**config.mk**
```make
export PLATFORM = sky130hd
export DESIGN_NAME = fetch_queue
export DESIGN_NICKNAME = d
export VERILOG_FILES = /design/src/rtl/fetch_queue.sv
export SDC_FILE = /design/constraint.sdc
export NUM_CORES = 1
export LEC_CHECK = 0
export BUFFER_PORTS_ARGS = -buffer_cell sky130_fd_sc_hd__buf_4
export CORE_MARGIN = 2
export CORE_UTILIZATION = 48
export CTS_BUF_LIST = sky130_fd_sc_hd__clkbuf_2
export CTS_CLUSTER_SIZE = 8
export DETAILED_ROUTE_END_ITERATION = 7
export GPL_ROUTABILITY_DRIVEN = 0
export PLACE_DENSITY = 0.69
export SLEW_MARGIN = 0
export SYNTH_ARGS = -nofsm -noshare
export SYNTH_HDL_FRONTEND = slang
export SYNTH_SLANG_ARGS = --single-unit
```
**constraint.sdc**
```tcl
create_clock -name clock -period 3.43 [get_ports clock]
set_clock_uncertainty 0.2 [all_clocks]
set_input_delay 0.343 -clock clock [delete_from_list [all_inputs] [get_ports clock]]
set_output_delay 0.343 -clock clock [all_outputs]
set_load 0.02 [all_outputs]
```
**src/rtl/fetch_queue.sv**
```systemverilog
// Instruction fetch queue: buffers {pc, inst} pairs between fetch and decode,
// flags j/jal at the head, flushes on redirect and latches halt on the zero word.
module fetch_queue #(
  parameter int DEPTH = 4,
  parameter int PTR_W = 2
) (
  input  logic             clock,
  input  logic             resetn,
  input  logic             in_valid,
  output logic             in_ready,
  input  logic [31:0]      in_pc,
  input  logic [31:0]      in_inst,
  output logic             out_valid,
  input  logic             out_ready,
  output logic [31:0]      out_pc,
  output logic [31:0]      out_inst,
  output logic             out_is_jump,
  input  logic             flush,
  output logic [PTR_W:0]   count,
  output logic             halt
);

  localparam logic [PTR_W:0] FULL_CNT = (PTR_W+1)'(DEPTH);

  logic [63:0]      mem_q [DEPTH];
  logic [PTR_W-1:0] wr_ptr_q, wr_ptr_d;
  logic [PTR_W-1:0] rd_ptr_q, rd_ptr_d;
  logic [PTR_W:0]   count_q, count_d;
  logic             halt_q, halt_d;
  logic             push, pop, wr_en;
  logic [63:0]      head;
  logic [5:0]       head_op;

  assign in_ready  = (count_q != FULL_CNT) && !halt_q;
  assign out_valid = (count_q != '0);
  assign push      = in_valid && in_ready;
  assign pop       = out_valid && out_ready;
  // Flush or reset in the same cycle cancels the storage write.
  assign wr_en     = push && !flush && resetn;

  always_comb begin
    wr_ptr_d = wr_ptr_q;
    rd_ptr_d = rd_ptr_q;
    count_d  = count_q;
    halt_d   = halt_q;
    if (flush) begin
      wr_ptr_d = '0;
      rd_ptr_d = '0;
      count_d  = '0;
      halt_d   = 1'b0;
    end else begin
      if (push) begin
        wr_ptr_d = wr_ptr_q + PTR_W'(1);
        if (in_inst == 32'h0000_0000) halt_d = 1'b1;
      end
      if (pop) rd_ptr_d = rd_ptr_q + PTR_W'(1);
      case ({push, pop})
        2'b10:   count_d = count_q + (PTR_W+1)'(1);
        2'b01:   count_d = count_q - (PTR_W+1)'(1);
        default: count_d = count_q;
      endcase
    end
  end

  always_ff @(posedge clock) begin
    if (!resetn) begin
      wr_ptr_q <= '0;
      rd_ptr_q <= '0;
      count_q  <= '0;
      halt_q   <= 1'b0;
    end else begin
      wr_ptr_q <= wr_ptr_d;
      rd_ptr_q <= rd_ptr_d;
      count_q  <= count_d;
      halt_q   <= halt_d;
    end
  end

  always_ff @(posedge clock) begin
    if (wr_en) mem_q[wr_ptr_q] <= {in_pc, in_inst};
  end

  always_comb begin
    head        = mem_q[rd_ptr_q];
    head_op     = head[31:26];
    out_pc      = out_valid ? head[63:32] : 32'h0;
    out_inst    = out_valid ? head[31:0]  : 32'h0;
    out_is_jump = out_valid && ((head_op == 6'h02) || (head_op == 6'h03));
  end

  assign count = count_q;
  assign halt  = halt_q;

endmodule

```
==> summary.txt <==
STA
  – RSZ-0062 raised after global routing: false
  – Final Cycle Share: 90.78%
  – Final Hold Viols: 0
  – Fmax achieved: around 320 MHz
  – Slew Limit Fails: 0
  – Final setup viols: 0
  – Final min period: 3.114 ns
  – Setup Total Neg Slack: 0 ns
  – Slew Limit Headroom: a little over half
  – Slew of the pin with the lowest slew margin: ~0.69 ns
  – Worst hold slack: about 0.13 ns

Die
  – Full die area: between 20000 and 25000 µm²
  – Die width: between 150 and 200 µm
  – I/O Pins: between 100 and 150
  – FP Rows: 53
  – Initial Util: around half
  – Chip Height: between 150 and 200 µm
  – Core Area: about 21000 µm²

Worst hold path
  – Hold Path Class: in2reg

Setup path
  – CP top delay family: flip-flops
  – CP bufs+invs: 2
  – Worst Path Required: between 2 and 3 ns
  – Critical-path top delay cell: dfxtp_4
  – CP arrival: around 2.6 ns
  – CP max FO: 45
  – Crit start category: register
  – Crit path cell chain: buf_4 > mux4_2 > and2_1 > buf_4
  – Crit Path Category: reg2out
  – Critical Path Sink Type: primary output
  – Cell repeated most along the worst path: buf_4
  – Slowest stage delay, CP: 0.81 ns

Yosys
  – Seq/Total Area, Yosys: 76.82%
  – Synthesized Nets: 549
  – FF+latch count, synth: between 200 and 300
  – Simple-gate share of the synthesized area: around 5.7%
  – Cell taking the most area after synthesis: edfxtp_1
  – Post-synthesis xor/xnor area fraction: 0.4265%
  – Syn. warnings: 0
  – Synth top area share: 74.87%
  – Ranking of synthesized cells by area: edfxtp_1, mux4_2, and2_1
  – Largest family of logic cells by synthesized area: multiplexers
  – Unique masters post-synth: 29
  – Mapped Cells: 474
  – Synth Area in Compound Gates: less than 1%
  – Mean post-synth cell area: 21.66 µm²
  – Synthesized area: slightly above 10000 µm²
  – Post-synthesis mux area share: approximately 14%
  – Adder-Cell Fraction of Synth Area: 0.8043%

Global route
  – First-pass GRT wire length: 31.62 mm
  – Met1 usage: 24.53%
  – Tot GR Track Use: a little under a fifth
  – GRT Residual Overflow: 0
  – Antenna violations before repair: 0
  – Vias in the first global route: 6057
  – M3 GR Usage: 4.636%
  – GRT busiest layer: met2
  – Largest net degree at the start of global routing: between 60 and 70
  – M2 GR Usage: roughly 31%

Power
  – Pleak: roughly 0.0046 µW
  – Final Total Pwr: around 6000 µW
  – Peak supply drop: 0.2542 mV
  – PD cells: about 460 nW/µm²

Routing
  – Drt pass-1 iters: 5
  – DRC Markers: 0
  – Wire length per cell: 19.30 µm
  – Via density: 5.164
  – Via count: roughly 5500
  – Aggregate routed wire length: 20.53 mm
  – First-iteration detailed-routing DRC count: about 300
  – Routed Antenna Nets: 0

Place
  – Detailed Place HPWL: around 12 mm
  – PortBufs: between 100 and 150

Layout
  – Antenna diodes: 0
  – Layout cell share with drive strength beyond 1: slightly above 40%
  – Layout net count: 817
  – Area delta synth->final: 26.21%
  – Area occupied by multi-input gates: between 2000 and 2500 µm²
  – Util after Layout: between 60% and 70%
  – Reg area: between 7000 and 8000 µm²
  – Fillers: around 1600

Clocking
  – Clk_lat worst skew: between 0.7 and 0.8 ns
  – CTS Buf Count: 66
  – Root buffer cell: clkbuf_2
  – Sink Count: roughly 270
  – CTS tree: yes
  – # resized after CTS: 0
  – Worst-path clk slew: ~0.12 ns
  – Clk buf depth: 3
  – Htree depth: 3

Outcome
  – Status: completed

Run
  – Reported max-cap violation count: 0
-- what timing repair did --
| action | in CTS | in global routing |
|---|---|---|
| hold buffers | 69 | 0 |
| endpoints found under the setup margin | 0 | 1 |
| setup buffers | 0 | 1 |
| endpoints found under the hold margin | 266 | 0 |
-- layer usage --
layer  vias to the layer above  share of wire [%]
met5                         -                  0
met1                      2772                 43
li1                       2498                  -
met4                         0               0.94
met3                        23                6.4
met2                       202                 50
-- power by group --
part	total, µW	leakage [µW]	switching [µW]	internal [µW]
logic	478	0.00173	237	241
registers	3600	0.00240	12.8	3590
clock network	1930	0.000436	1190	746
total	6010	0.00456	1440	4580
-- worst min-delay path, cell delays in order --
cell and delay [ns]:
buf_4 0.08, nor2b_1 0.09, and3_4 0.33
-- worst paths after layout --
| kind | slack, ns | startpoint | endpoint | depth (start not counted) |
|---|---|---|---|---|
| min reg2reg | 0.36 | wr_ptr_q[1]$_SDFFE_PP0P_ | wr_ptr_q[1]$_SDFFE_PP0P_ | 2 |
| max | 0.32 | register | out_pc[13] | 4 |
| min | 0.13 | flush | mem_q[2][19]$_DFFE_PP_ | 3 |
| max reg2reg | 0.91 | count[0]$_SDFFE_PP0P_ | mem_q[0][4]$_DFFE_PP_ | 4 |
-- stage by stage --
stage	std cells	cell area [µm²]	setup slack, ns
after global routing	1064	12960	0.06152
final	1064	12960	0.3161
after floorplan	474	10270	0.1992
after global placement	879	11690	0.9822
after detailed placement	879	11690	0.9030
after CTS	1063	12930	0.1255
-- flip-flops by register name, indices dropped and copies added (netlist names), named ones only --
register / cells
count: 3
mem_q: 256
halt: 1
rd_ptr_q: 2
wr_ptr_q: 2
-- cells by family (layout without fill, tap and decap cells) --
kind of cell | count (synthesis) | after routing
flops | 266 | 266
buf+inv | 29 | 344
compound gates | 6 | 6
xor+xnor | 5 | 5
mux | 65 | 65
simple gates | 97 | 97
fa+ha+maj | 6 | 6
-- synth_stat cells --
cell type	number
a211oi_4	1
a21oi_1	3
a31oi_1	1
and2_1	65
and3_1	4
and4_1	2
buf_2	7
buf_6	7
clkbuf_1	7
clkbuf_2	1
clkinv_1	1
dfxtp_1	10
edfxtp_1	256
fa_1	1
ha_1	5
inv_1	6
mux2i_1	1
mux4_2	64
nand2_1	1
nand2b_1	1
nand3_1	1
nor2_1	11
nor2b_1	1
nor3_2	1
nor4_1	8
o21ai_0	1
or3_1	2
xnor2_1	2
xor2_1	3
-- cell type report --
class | instances | area share [%]
well taps | 275 | 2.655
inverters | 7 | 0.2028
clock buffers | 96 | 3.708
flip-flops and latches | 266 | 60.92
repair buffers | 222 | 14.73
clock inverters | 19 | 0.5697
multi-input cells | 179 | 17.21
-- cell usage in the layout, fill, tap and decap left out, types with 3 or more instances in the layout --
cell type	count
buf_4	148
xor2_1	3
ha_1	5
clkinv_1	17
and2_1	65
nor4_1	8
inv_1	6
buf_12	4
nor2_1	11
clkbuf_2	96
dfxtp_1	8
and3_4	4
a21oi_1	3
mux4_2	64
dlygate4sd3_1	69
edfxtp_1	256
(Power assumes the default switching activity.)
